==> config.mk <==
export PLATFORM = sky130hd
export DESIGN_NAME = permute_arb_flat
export DESIGN_NICKNAME = d
export VERILOG_FILES = /design/src/rtl/perm_pkg.sv /design/src/rtl/permute_arb_if.sv /design/src/rtl/perm_bits.sv /design/src/rtl/permute_arb.sv /design/src/flat_wrapper.sv
export SDC_FILE = /design/constraint.sdc
export NUM_CORES = 1
export LEC_CHECK = 0
export BUFFER_PORTS_ARGS = -buffer_cell sky130_fd_sc_hd__buf_4
export CORE_ASPECT_RATIO = 2
export CORE_MARGIN = 1
export CORE_UTILIZATION = 55
export DETAILED_ROUTE_END_ITERATION = 8
export PLACE_DENSITY = 0.85
export SYNTH_ARGS = -nofsm -noshare
export SYNTH_HDL_FRONTEND = slang
export SYNTH_SLANG_ARGS = --single-unit
==> constraint.sdc <==
create_clock -name clk -period 8.45 [get_ports clk]
set_clock_uncertainty 0.2 [all_clocks]
set_input_delay 0.4225 -clock clk [delete_from_list [all_inputs] [get_ports clk]]
set_output_delay 0.4225 -clock clk [all_outputs]
set_load 0.02 [all_outputs]
==> src/rtl/perm_pkg.sv <==
// -----------------------------------------------------------------------------
// perm_pkg
// Shared types for the bit-permute datapath and the lanes that feed it.
//   perm_mode_e  : 2-bit permute mode selector
//   PERM_MODE_W  : width of one mode field on a packed request bus
// -----------------------------------------------------------------------------
package perm_pkg;

  localparam int PERM_MODE_W = 2;

  typedef enum logic [PERM_MODE_W-1:0] {
    PERM_REV   = 2'd0,  // bit reverse
    PERM_PASS  = 2'd1,  // identity
    PERM_SWAP  = 2'd2,  // swap each adjacent bit pair
    PERM_ROTL2 = 2'd3   // rotate left by two
  } perm_mode_e;

endpackage

==> src/rtl/permute_arb_if.sv <==
// -----------------------------------------------------------------------------
// permute_arb_if
// Bundles the NREQ-way request side and the single result side of the
// shared permute arbiter.
//   req_valid/req_ready : per-requester handshake (ready is one-hot or zero)
//   req_data            : requester i word at [i*WIDTH +: WIDTH]
//   req_mode            : requester i mode at [i*PERM_MODE_W +: PERM_MODE_W]
//   out_valid/out_ready : result handshake
//   out_data/out_src    : permuted word and index of its requester
// Modports:
//   master : producers + consumer (drive requests, accept results)
//   slave  : the arbiter itself
// -----------------------------------------------------------------------------
interface permute_arb_if
  import perm_pkg::*;
#(
  parameter int WIDTH  = 8,
  parameter int NREQ   = 4,
  parameter int NREQ_W = 2
);

  logic [NREQ-1:0]             req_valid;
  logic [NREQ-1:0]             req_ready;
  logic [NREQ*WIDTH-1:0]       req_data;
  logic [NREQ*PERM_MODE_W-1:0] req_mode;

  logic                        out_valid;
  logic                        out_ready;
  logic [WIDTH-1:0]            out_data;
  logic [NREQ_W-1:0]           out_src;

  modport master (
    output req_valid, req_data, req_mode, out_ready,
    input  req_ready, out_valid, out_data, out_src
  );

  modport slave (
    input  req_valid, req_data, req_mode, out_ready,
    output req_ready, out_valid, out_data, out_src
  );

endinterface

==> src/rtl/perm_bits.sv <==
// -----------------------------------------------------------------------------
// perm_bits
// Purely combinational WIDTH-bit permute network, reusable by any lane.
//   in   : input word
//   mode : PERM_REV / PERM_PASS / PERM_SWAP / PERM_ROTL2
//   out  : permuted word
// WIDTH must be even (pair swap) and >= 4.
// -----------------------------------------------------------------------------
module perm_bits
  import perm_pkg::*;
#(
  parameter int WIDTH = 8
) (
  input  logic [WIDTH-1:0] in,
  input  perm_mode_e       mode,
  output logic [WIDTH-1:0] out
);

  // Each output bit is a 4:1 mux over the four source bits it could come
  // from; the source positions are elaboration-time constants per bit, so
  // the network reduces to WIDTH small muxes with no shifters.
  for (genvar i = 0; i < WIDTH; i++) begin : g_bit
    localparam int REV_SRC  = WIDTH - 1 - i;
    localparam int SWAP_SRC = i ^ 1;
    // rotate left by 2: result bit i takes input bit i-2, wrapping
    localparam int ROTL_SRC = (i + WIDTH - 2) % WIDTH;

    logic [3:0] cand;

    assign cand   = {in[ROTL_SRC], in[SWAP_SRC], in[i], in[REV_SRC]};
    assign out[i] = cand[mode];
  end

endmodule

==> src/rtl/permute_arb.sv <==
// -----------------------------------------------------------------------------
// permute_arb
// Round-robin arbiter that shares one perm_bits datapath among NREQ
// requesters through a two-stage pipeline:
//   stage 1 : registered winning request (data, mode, source index)
//   stage 2 : registered permuted result presented on out_*
// Ports:
//   clk     : clock, all state on posedge
//   reset_l : asynchronous active-low reset
//   bus     : permute_arb_if.slave (request and result handshakes)
// Accept-to-out_valid latency is 2 cycles; throughput is 1/cycle while the
// consumer keeps out_ready high. The only stall is both stages full with
// out_ready low, in which case no requester is granted.
// -----------------------------------------------------------------------------
module permute_arb
  import perm_pkg::*;
#(
  parameter int WIDTH  = 8,
  parameter int NREQ   = 4,
  parameter int NREQ_W = 2
) (
  input logic          clk,
  input logic          reset_l,
  permute_arb_if.slave bus
);

  // Stage 1 registers
  logic              s1_valid;
  logic [WIDTH-1:0]  s1_data;
  perm_mode_e        s1_mode;
  logic [NREQ_W-1:0] s1_idx;

  // Stage 2 registers (drive the result side directly)
  logic              out_valid;
  logic [WIDTH-1:0]  out_data;
  logic [NREQ_W-1:0] out_src;

  // Round-robin pointer: index of the most recent winner
  logic [NREQ_W-1:0] last;

  // Pipeline advance and grant
  logic              s2_adv;
  logic              s1_adv;
  logic              can_take;
  logic [NREQ-1:0]   grant;
  logic [NREQ_W-1:0] grant_idx;
  logic              grant_found;
  int                probe;

  logic [WIDTH-1:0]  sel_data;
  perm_mode_e        sel_mode;
  logic [WIDTH-1:0]  perm_out;

  // Stage 2 can take a new word when it is empty or being drained this
  // cycle; stage 1 can take one when it is empty or moving into stage 2.
  always_comb begin
    s2_adv   = !out_valid || bus.out_ready;
    s1_adv   = s1_valid && s2_adv;
    can_take = !s1_valid || s1_adv;
  end

  // Round-robin search starting just after the last winner. probe walks
  // last+1 .. last+NREQ with an explicit wrap so NREQ need not be a power
  // of two.
  always_comb begin
    grant       = '0;
    grant_idx   = '0;
    grant_found = 1'b0;
    probe       = 0;
    if (can_take) begin
      for (int k = 1; k <= NREQ; k++) begin
        probe = int'(last) + k;
        if (probe >= NREQ) begin
          probe = probe - NREQ;
        end
        if (!grant_found && bus.req_valid[probe]) begin
          grant_found      = 1'b1;
          grant_idx        = NREQ_W'(probe);
          grant[probe]     = 1'b1;
        end
      end
    end
  end

  // Ready is forced low during reset: the stage registers are cleared then,
  // which would otherwise make can_take true and expose a grant.
  assign bus.req_ready = reset_l ? grant : '0;

  // Winner's word and mode, selected by index
  always_comb begin
    sel_data = bus.req_data[grant_idx*WIDTH +: WIDTH];
    sel_mode = perm_mode_e'(bus.req_mode[grant_idx*PERM_MODE_W +: PERM_MODE_W]);
  end

  perm_bits #(
    .WIDTH (WIDTH)
  ) u_perm (
    .in   (s1_data),
    .mode (s1_mode),
    .out  (perm_out)
  );

  // Stage 1: capture on a grant; empty out when the word moves on and
  // nothing replaces it. The RR pointer only moves on an actual grant.
  always_ff @(posedge clk or negedge reset_l) begin
    if (!reset_l) begin
      s1_valid <= 1'b0;
      s1_data  <= '0;
      s1_mode  <= PERM_REV;
      s1_idx   <= '0;
      last     <= NREQ_W'(NREQ - 1);
    end else begin
      if (grant_found) begin
        s1_valid <= 1'b1;
        s1_data  <= sel_data;
        s1_mode  <= sel_mode;
        s1_idx   <= grant_idx;
        last     <= grant_idx;
      end else if (s1_adv) begin
        s1_valid <= 1'b0;
      end
    end
  end

  // Stage 2: load the permuted word on s1_adv. When drained without a
  // replacement only the valid bit drops; data and src keep their values.
  always_ff @(posedge clk or negedge reset_l) begin
    if (!reset_l) begin
      out_valid <= 1'b0;
      out_data  <= '0;
      out_src   <= '0;
    end else begin
      if (s1_adv) begin
        out_valid <= 1'b1;
        out_data  <= perm_out;
        out_src   <= s1_idx;
      end else if (out_valid && bus.out_ready) begin
        out_valid <= 1'b0;
      end
    end
  end

  assign bus.out_valid = out_valid;
  assign bus.out_data  = out_data;
  assign bus.out_src   = out_src;

`ifndef SYNTHESIS
  // At most one requester accepted per cycle
  a_ready_onehot: assert property (
    @(posedge clk) disable iff (!reset_l) $onehot0(bus.req_ready)
  );

  // A stalled result must be held unchanged until taken
  a_stall_hold: assert property (
    @(posedge clk) disable iff (!reset_l)
    (out_valid && !bus.out_ready) |=> (out_valid && $stable(out_data) && $stable(out_src))
  );
`endif

endmodule
==> src/flat_wrapper.sv <==
// flat-port wrapper written by rule: the top's interface ports become plain ports
module permute_arb_flat import perm_pkg::*;
#(
  parameter int WIDTH  = 8,
  parameter int NREQ   = 4,
  parameter int NREQ_W = 2
)
  (clk, reset_l, bus_req_valid, bus_req_data, bus_req_mode, bus_out_ready, bus_req_ready, bus_out_valid, bus_out_data, bus_out_src);
  permute_arb_if #(.WIDTH(WIDTH), .NREQ(NREQ), .NREQ_W(NREQ_W)) bus_i ();
  input logic clk;
  input logic reset_l;
  input wire logic [$bits(bus_i.req_valid)-1:0] bus_req_valid;
  input wire logic [$bits(bus_i.req_data)-1:0] bus_req_data;
  input wire logic [$bits(bus_i.req_mode)-1:0] bus_req_mode;
  input wire logic [$bits(bus_i.out_ready)-1:0] bus_out_ready;
  output wire logic [$bits(bus_i.req_ready)-1:0] bus_req_ready;
  output wire logic [$bits(bus_i.out_valid)-1:0] bus_out_valid;
  output wire logic [$bits(bus_i.out_data)-1:0] bus_out_data;
  output wire logic [$bits(bus_i.out_src)-1:0] bus_out_src;
  assign bus_i.req_valid = bus_req_valid;
  assign bus_i.req_data = bus_req_data;
  assign bus_i.req_mode = bus_req_mode;
  assign bus_i.out_ready = bus_out_ready;
  assign bus_req_ready = bus_i.req_ready;
  assign bus_out_valid = bus_i.out_valid;
  assign bus_out_data = bus_i.out_data;
  assign bus_out_src = bus_i.out_src;
  permute_arb #(.WIDTH(WIDTH), .NREQ(NREQ), .NREQ_W(NREQ_W)) u_core (.clk(clk), .reset_l(reset_l), .bus(bus_i));
endmodule
==> results.toml, run 1 <==
[outcome]
status = "finished clean"

[clock_network]
insertion_delay_ns = 0.27
clk_pin_slew_ns = 0.08
cts_tree = "built"
cts_buffers = 3
clock_path_buffers = 2
cts.htree.levels = 1
ctsRootBufferMaster = "clkbuf_8"
cts_sinks = 26
cts_setup_buffers = 0

[setup_path]
r2r-start = "u_core.last[0]$_DFFE_PN1P_"
worstPathCellList = "inv_1, ha_1, mux4_2, nor4b_2, a221oi_1, nor2_1, buf_4"
crit_fanout = 17
cpMaxStageDelayCell = "dfstp_2"
cp_num_buf_inv = 2
cp.required_ns = 7.83
cpPeakStageDelay_ns = 0.76
crit_family = "flip-flops"
worst-r2r-setup-slack_ns = 5.03
path_class = "register to output port"
reg2reg_depth = 8
reg2reg_to = "u_core.s1_data[2]$_DFFE_PN0P_"
arrival_ns = 2.98
crit_path_end_kind = "output port"
crit_path_start_kind = "register"

[power]
power_density_nw_per_um2 = 377
intPower_uw = 507
switching_share_pct = 44.8
p_sw_uw = 412
power_frac_comb_pct = 62.4
p_leak_uw = 0.00108
p_seq_share_pct = 29.8
ir_drop_mv = 0.262
pwr-share-clk_pct = 7.8

[synth]
ys_types = 42
synth_area_um2 = 1960
synth.net_count = 236
avgSynthCellArea_um2 = 10.8
postSynthCellCount = 181
async_flop_share_pct = 100
yosys_warnings = 0
ys.flop_type = "dfrtp_1"
ys_ff_latch = 26
yosysSeqAreaShare_pct = 33.3
synth_edf_count = 0

[floorplan]
core-area_um2 = 3380
start_util_pct = 58.0
die_x_um = 44.2
die_h_um = 86.4
dieArea_um2 = 3820
ios = 62
num_rows = 30

[timing]
setup_violations = 0
worst_pin_slew_ns = 1.12
fmaxAchievable_ghz = 0.278
finalCritPeriodShare_pct = 42.6
rsz0062_at_grt = "false"
finalMaxSlewViolations = 0
fin_tns_setup_ns = 0
hold_violations = 0
finalCriticalPeriod_ns = 3.60
fin_ws_ns = 4.85
relSlewSlack_pct = 24.6

[drt]
vias = 1681
firstDrtPassIters = 9
wire_per_inst_um = 16.8
vias_per_cell = 6.37
wl_um = 4450
antenna_left = 0
post-route-drc-count = 0
drt_iter0_drc = 29

[global_routing]
grt_pass1_wl_um = 7210
overflow = 0
grt_pass1_vias = 1599
antenna_found_initial = 0
grt_usage_pct = 24.8
grt_max_degree = 28

[cells_and_area]
antenna_cells = 0
drive_above_1_share_pct = 40.1
final_nets = 288
area.growth.synth_to_final_pct = 24.1
instances_no_fill = 264

[place]
dp.cells = 259
dp.final_hpwl_um = 3410
portBuffers = 61
preCtsSetupSlack_ns = 5.05
place_congestion = 0.778

[worst_hold_path]
hp-start = "bus_out_ready"
worstHoldPathCells = 3
holdPathEnd = "u_core.bus.out_valid$_DFFE_PN0P_"
min_path_type = "primary input to register"

[job]
cap_violations = 0
## synth_stat cells (2+ instances only)
cell type,number,area [µm²]
clkbuf_1,6,22.5
nand2_1,8,30.0
buf_2,4,20.0
or3b_1,2,17.5
nand2b_1,2,12.5
a2111oi_0,10,87.6
a21oi_1,2,10.0
a21o_1,2,15.0
nor2_1,19,71.3
a21boi_1,2,15.0
nand3b_1,2,15.0
dfrtp_1,24,601
dfstp_2,2,52.6
inv_1,2,7.51
a21boi_0,9,67.6
a22oi_1,4,30.0
mux4_2,10,225
buf_6,3,33.8
mux2_2,9,101
a221oi_1,4,35.0
a211oi_1,10,75.1
ha_1,8,100
mux2i_1,13,130
o21ai_0,6,30.0
## power by group through the flow
| stage | combinational, µW | sequential (µW) | clock (µW) |
|---|---|---|---|
| after CTS | 575 | 274 | 72.8 |
| after global placement | 559 | 272 | 0 |
| after detailed placement | 572 | 276 | 0 |
| after floorplan | 454 | 269 | 0 |
| after global routing | 627 | 286 | 77.9 |
| final | 573 | 273 | 71.6 |
## logic make-up after synthesis
kind of cell,count (synthesis),share of synthesized area [%]
muxes,32,23.3
DFF,26,33.3
and+or+nand+nor,42,11.3
AOI/OAI and AO/OA,56,22.1
buffers and inverters,17,4.85
adders and majority gates,8,5.11
## cell type report
class	count	area, µm²
multi-input cells	138	1220
fillers	257	945
flip-flops and latches	26	653
repair buffers	62	468
clock buffers	4	45.0
well taps	32	40.0
inverters	2	7.51
## stage by stage
stage               hold WS (ns)  power (µW)  cell area (µm²)  utilization (%)
finish                     0.227         918             2430             72.0
floorplan                -0.0731         723             1960                -
global route               0.266         991             2430             72.0
detailed placement         0.152         848             2380             70.4
global placement           0.150         832             2380             70.4
CTS                        0.224         921             2430             72.0
## how the worst max path moves through the flow
stage / from / endpoint / slack, ns / cells after the start
finish: u_core.last[0]$_DFFE_PN1P_ / bus_req_ready[2] / 4.85 / 7
global route: u_core.last[0]$_DFFE_PN1P_ / bus_req_ready[2] / 4.61 / 7
CTS: u_core.last[0]$_DFFE_PN1P_ / bus_req_ready[2] / 4.85 / 7
detailed placement: u_core.last[0]$_DFFE_PN1P_ / u_core.s1_data[4]$_DFFE_PN0P_ / 5.05 / 7
global placement: u_core.last[0]$_DFFE_PN1P_ / u_core.s1_data[2]$_DFFE_PN0P_ / 5.14 / 8
floorplan: u_core.last[0]$_DFFE_PN1P_ / bus_req_ready[0] / 5.32 / 8
## cell usage in the layout, fill, tap and decap left out, types with 2 or more instances in the layout
cell / netlist / final
or3b_1: 2 / 2
a21boi_0: 9 / 9
nand2b_1: 2 / 2
ha_1: 8 / 8
a21boi_1: 2 / 2
a21oi_1: 2 / 2
clkbuf_8: 0 / 3
inv_1: 2 / 2
nand3b_1: 2 / 2
dfstp_2: 2 / 2
mux2i_1: 13 / 13
mux2_2: 9 / 9
nand2_1: 8 / 8
dfrtp_1: 24 / 24
a211oi_1: 10 / 10
o21ai_0: 6 / 6
a2111oi_0: 10 / 10
mux4_2: 10 / 10
nor2_1: 19 / 19
a221oi_1: 4 / 4
buf_4: 1 / 61
a21o_1: 2 / 2
a22oi_1: 4 / 4
## repair_timing
| action | CTS | global route |
|---|---|---|
| gates resized for setup | 0 | 0 |
| hold buffers | 1 | 0 |
| setup endpoints to repair | 0 | 0 |
| hold endpoints to repair | 24 | 0 |
## worst register-to-register path, delay by kind of cell, from the launching register on
kind,cells,cell delay [ns]
buf+inv,1,0.17
simple gates,2,0.44
flops,1,0.76
compound gates,3,0.84
fa+ha+maj,1,0.39
mux,1,0.47
## layer usage
metal  GRT usage (%)  vias up  part of all wire (%)
met3            2.08       12                   3.4
met1            29.4      802                    38
li1                -      802                     -
met5               0        -                     0
met4            10.5        0                   2.1
met2            44.0       65                    57
## flip-flops by register name, indices dropped and copies added (netlist names)
| name | cells |
|---|---|
| u_core.bus.out_data | 8 |
| u_core.bus.out_src | 2 |
| u_core.bus.out_valid | 1 |
| u_core.last | 2 |
| u_core.s1_data | 8 |
| u_core.s1_idx | 2 |
| u_core.s1_mode | 2 |
| u_core.s1_valid | 1 |
(Power assumes the default switching activity.)
==> inputs of run 2 (changes only) <==
--- a/config.mk
+++ b/config.mk
@@ -8,9 +8,9 @@
 export BUFFER_PORTS_ARGS = -buffer_cell sky130_fd_sc_hd__buf_4
 export CORE_ASPECT_RATIO = 2
 export CORE_MARGIN = 1
-export CORE_UTILIZATION = 55
+export CORE_UTILIZATION = 46
 export DETAILED_ROUTE_END_ITERATION = 8
-export PLACE_DENSITY = 0.85
+export PLACE_DENSITY = 0.76
 export SYNTH_ARGS = -nofsm -noshare
 export SYNTH_HDL_FRONTEND = slang
 export SYNTH_SLANG_ARGS = --single-unit
==> constraint.sdc (replaced) <==
create_clock -name clk -period 3.11 [get_ports clk]
set_clock_uncertainty 0.2 [all_clocks]
set_input_delay 0.1555 -clock clk [delete_from_list [all_inputs] [get_ports clk]]
set_output_delay 0.1555 -clock clk [all_outputs]
set_load 0.02 [all_outputs]
==> results.toml, run 2 (synthesis gave the netlist of run 1 again) <==
[clock_network]
cts_tree = "built"
cts_sinks = 26
cts.htree.levels = 1
clock_path_buffers = 2
clk_pin_slew_ns = 0.10
insertion_delay_ns = 0.27
cts_buffers = 3
ctsRootBufferMaster = "clkbuf_8"

[timing]
setup_violations = 0
finalMaxSlewViolations = 0
finalCriticalPeriod_ns = 2.95
finalCritPeriodShare_pct = 94.9
relSlewSlack_pct = 65.6
rsz0062_at_grt = "false"
hold_violations = 0
worst_pin_slew_ns = 0.515
fmaxAchievable_ghz = 0.339
whs_ns = 0.0134

[power]
p_leak_uw = 0.00115
p_total_uw = 2770
power_density_nw_per_um2 = 1070
ir_drop_mv = 0.636

[place]
place_congestion = 0.861
placed_area_um2 = 2460
dp.cells = 287
portBuffers = 61
dp.final_hpwl_um = 3620

[floorplan]
die_h_um = 94.3
ios = 62
start_util_pct = 48.0
dieArea_um2 = 4540
num_rows = 33
core-area_um2 = 4090
die_x_um = 48.2

[setup_path]
cp.required_ns = 2.75
crit_path_end_kind = "output port"
crit_fanout = 11
arrival_ns = 2.60
crit_path_start_kind = "register"
path_class = "register to output port"

[cells_and_area]
utilization_pct = 63.6
drive_above_1_share_pct = 43.2
multi_input_area_um2 = 1250
regArea_um2 = 653
layout_commonest_cell = "buf_4"
reg_top3 = "u_core.bus.out_data: 8 flops, u_core.s1_data: 8 flops"
area.growth.synth_to_final_pct = 32.7
instances_no_fill = 295
fill_cells = 322
final_nets = 299
final_cell_mix = "buf_4, dfrtp_1, nor2_1"
antenna_cells = 0
finalInstanceArea_um2 = 2600

[drt]
vias_per_cell = 5.96
wl_um = 4760
wire_per_inst_um = 16.1
antenna_left = 0
vias = 1757
post-route-drc-count = 0
drt_iter0_drc = 48
firstDrtPassIters = 4

[job]
cap_violations = 0

[outcome]
status = "finished clean"

[global_routing]
grt_pass1_wl_um = 7200
grt_max_degree = 28
antenna_found_initial = 0
grt_usage_pct = 21.5
overflow = 0
grt_pass1_vias = 1610

[worst_hold_path]
min_path_type = "primary input to register"
-- run 2: cell count changes in the layout (fill, tap and decap cells not counted), sizes merged --
cell / change
bufinv: +1
buf: +10
clkbuf: -1
dlygate4sd3: +1
-- run 2: path summary, 6_finish.rpt --
| path | slack (ns) | from | depth (start not counted) | end |
|---|---|---|---|---|
| worst min-delay path | 0.01 | bus_req_data[25] | 3 | u_core.s1_data[1]$_DFFE_PN0P_ |
| worst max-delay path | 0.16 | u_core.last[0]$_DFFE_PN1P_ | 8 | bus_req_ready[0] |
| max in group asynchronous | 2.26 | reset_l | 2 | u_core.last[0]$_DFFE_PN1P_ |
| min in group asynchronous | 0.13 | reset_l | 2 | u_core.bus.out_src[1]$_DFFE_PN0P_ |
| worst max register to register | 0.25 | u_core.last[0]$_DFFE_PN1P_ | 8 | u_core.s1_data[5]$_DFFE_PN0P_ |
| worst min register to register | 0.29 | u_core.bus.out_data[6]$_DFFE_PN0P_ | 2 | u_core.bus.out_data[6]$_DFFE_PN0P_ |
-- run 2: final cells by class --
cell class / instances / area share (%)
clock buffer: 3 / 1.59
timing repair buffer: 73 / 21.3
clock inverter: 1 / 1.15
multi-input combinational: 138 / 48.1
tap: 52 / 2.50
inverter: 2 / 0.289
sequential: 26 / 25.1
-- run 2: layer usage --
metal	vias up	share of wire [%]	GRT usage, %
li1	828	-	-
met1	872	39	27.2
met2	51	57	37.0
met3	6	2.6	0.765
met4	0	1.5	7.18
met5	-	0	0
-- run 2: stage by stage --
step                      TNS, ns  worst slack [ns]
after floorplan                 0             0.243
after CTS                       0           0.00440
after global placement          0             0.109
after detailed placement  -0.0791           -0.0411
final                           0             0.158
after global routing            0            0.0420
-- run 2: report_power, final --
| part | total [µW] | leakage (µW) | internal [µW] | switching [µW] |
|---|---|---|---|---|
| Sequential | 703 | 0.000295 | 521 | 183 |
| Combinational | 1790 | 0.000818 | 881 | 906 |
| Clock | 284 | 0.0000357 | 172 | 111 |
-- run 2: what timing repair did --
item,CTS,global route
buffers inserted,0,2
endpoints found under the hold margin,27,0
gates resized for setup,2,3
endpoints found under the setup margin,7,10
pin swaps,0,0
hold buffers,2,0
-- run 2: critical path, stage by stage (launching register included) --
cell and delay (ns):
dfstp_2 0.59, inv_1 0.12, ha_4 0.31, mux4_2 0.34
buf_4 0.21, nor4b_4 0.34, a221oi_1 0.15, nor2_1 0.12
buf_4 0.15
==> inputs of run 3 (changes only) <==
--- a/config.mk
+++ b/config.mk
@@ -6,7 +6,7 @@
 export NUM_CORES = 1
 export LEC_CHECK = 0
 export BUFFER_PORTS_ARGS = -buffer_cell sky130_fd_sc_hd__buf_4
-export CORE_ASPECT_RATIO = 2
+export CORE_ASPECT_RATIO = 1.25
 export CORE_MARGIN = 1
 export CORE_UTILIZATION = 46
 export DETAILED_ROUTE_END_ITERATION = 8
==> results.toml, run 3 (synthesis gave the netlist of run 1 again) <==
[floorplan]
num_rows = 26
start_util_pct = 47.8
dieArea_um2 = 4530
die_x_um = 60.4
die_h_um = 75.0
ios = 62
core-area_um2 = 4100

[clock_network]
insertion_delay_ns = 0.27
ctsRootBufferMaster = "clkbuf_8"
clk_pin_slew_ns = 0.09
cts_setup_buffers = 0
cts_sinks = 26
cts_tree = "built"
clock_path_buffers = 2
cts_buffers = 3
cts.htree.levels = 1

[cells_and_area]
fill_cells = 362
layout_commonest_cell = "buf_4"
area.growth.synth_to_final_pct = 31.3
final_nets = 295
drive_above_1_share_pct = 42.3
reg_top3 = "u_core.bus.out_data: 8 flops, u_core.s1_data: 8 flops"
final_cell_mix = "buf_4, dfrtp_1, nor2_1"
instances_no_fill = 295
antenna_cells = 0

[drt]
antenna_left = 0
post-route-drc-count = 0
wire_per_inst_um = 14.1
wl_um = 4150
drt_iter0_drc = 79
firstDrtPassIters = 6
vias_per_cell = 5.63
vias = 1661

[global_routing]
grt_pass1_wl_um = 6540
grt_pass1_vias = 1478
grt_max_degree = 28
antenna_found_initial = 0
overflow = 0
grt_usage_pct = 18.8

[setup_path]
worstPathCellList = "buf_4, mux4_2, buf_4, nor4b_4, a221oi_1, nor2_1, buf_4"
arrival_ns = 2.59
startpoint = "u_core.last[0]$_DFFE_PN1P_"
cpPeakStageDelay_ns = 0.58
crit_path_start_kind = "register"
cpMaxStageDelayCell = "dfstp_2"
crit_family = "buffers and inverters"
path_class = "register to output port"
crit_path_end_kind = "output port"
cp_num_buf_inv = 3
r2r-start = "u_core.last[0]$_DFFE_PN1P_"
cp.required_ns = 2.75
cp_common_cell = "buf_4"
crit_fanout = 13

[job]
cap_violations = 0

[worst_hold_path]
min_path_type = "primary input to register"
hp-start = "bus_req_mode[6]"

[outcome]
status = "finished clean"

[timing]
fmaxAchievable_ghz = 0.340
setup_violations = 0
fin_tns_setup_ns = 0
relSlewSlack_pct = 28.1
worst_pin_slew_ns = 1.07
finalCritPeriodShare_pct = 94.7
hold_violations = 0
finalCriticalPeriod_ns = 2.94
rsz0062_at_grt = "false"
finalMaxSlewViolations = 0

[place]
dp.cells = 289
portBuffers = 61
dp.final_hpwl_um = 3240
place_congestion = 0.791

[power]
power_density_nw_per_um2 = 1040
ir_drop_mv = 0.512
p_leak_uw = 0.00113
-- run 3: changes by cell type in the layout (fill, tap and decap cells not counted), sizes merged --
| cell | previous run | this run |
|---|---|---|
| buf | 71 | 67 |
-- run 3: layout make-up --
type                       instances  area, µm²  area share [%]
clock inverter                     1       30.0            1.17
clock buffer                       3       41.3            1.60
sequential                        26        653            25.4
inverter                           2       7.51           0.292
tap                               56       70.1            2.72
multi-input combinational        138       1250            48.5
timing repair buffer              69        523            20.3
-- run 3: routing by layer --
metal / wire (µm) / track usage, % / up-vias
met5: 0 / 0 / -
met4: 17 / 3.88 / 0
met3: 180 / 2.23 / 2
met2: 2170 / 33.0 / 60
met1: 1790 / 24.7 / 782
li1: - / - / 817
-- run 3: per-stage QoR --
| step | hold slack [ns] | total power (µW) | cell area (µm²) | worst slack [ns] | utilization (%) |
|---|---|---|---|---|---|
| floorplan | -0.340 | 1960 | 1960 | 0.243 | - |
| global placement | -0.117 | 2310 | 2450 | 0.192 | 59.9 |
| detailed placement | -0.116 | 2360 | 2450 | 0.0774 | 59.9 |
| CTS | 0.0319 | 2650 | 2540 | 0.0204 | 62.1 |
| global route | 0.0336 | 2890 | 2570 | 0.0427 | 62.8 |
| finish | 0.0337 | 2690 | 2570 | 0.166 | 62.8 |
-- run 3: tightest hold or removal path, cell delays in order --
cell and delay, ns:
buf_4 0.10, mux2i_1 0.12, a211oi_1 0.08
-- run 3: repair_timing --
action | 4_1_cts | 5_1_grt
resized for setup | 0 | 4
hold buffers | 2 | 0
endpoints found under the hold margin | 27 | 0
setup endpoints to repair | 0 | 14
-- run 3: path summary, 6_finish.rpt --
check	to	slack, ns	cells after the start
min in group asynchronous	u_core.bus.out_data[4]$_DFFE_PN0P_	0.14	2
hold reg to reg	u_core.s1_idx[1]$_DFFE_PN0P_	0.29	2
max in group asynchronous	u_core.last[1]$_DFFE_PN1P_	2.28	2
setup / recovery	bus_req_ready[2]	0.17	7
setup reg to reg	u_core.s1_data[3]$_DFFE_PN0P_	0.23	7
hold / removal	u_core.s1_mode[0]$_DFFE_PN0P_	0.03	3
-- run 3: where the power goes --
part | total (µW) | internal (µW) | switching, µW
registers | 690 | 521 | 169
clock network | 275 | 172 | 103
logic | 1720 | 851 | 870
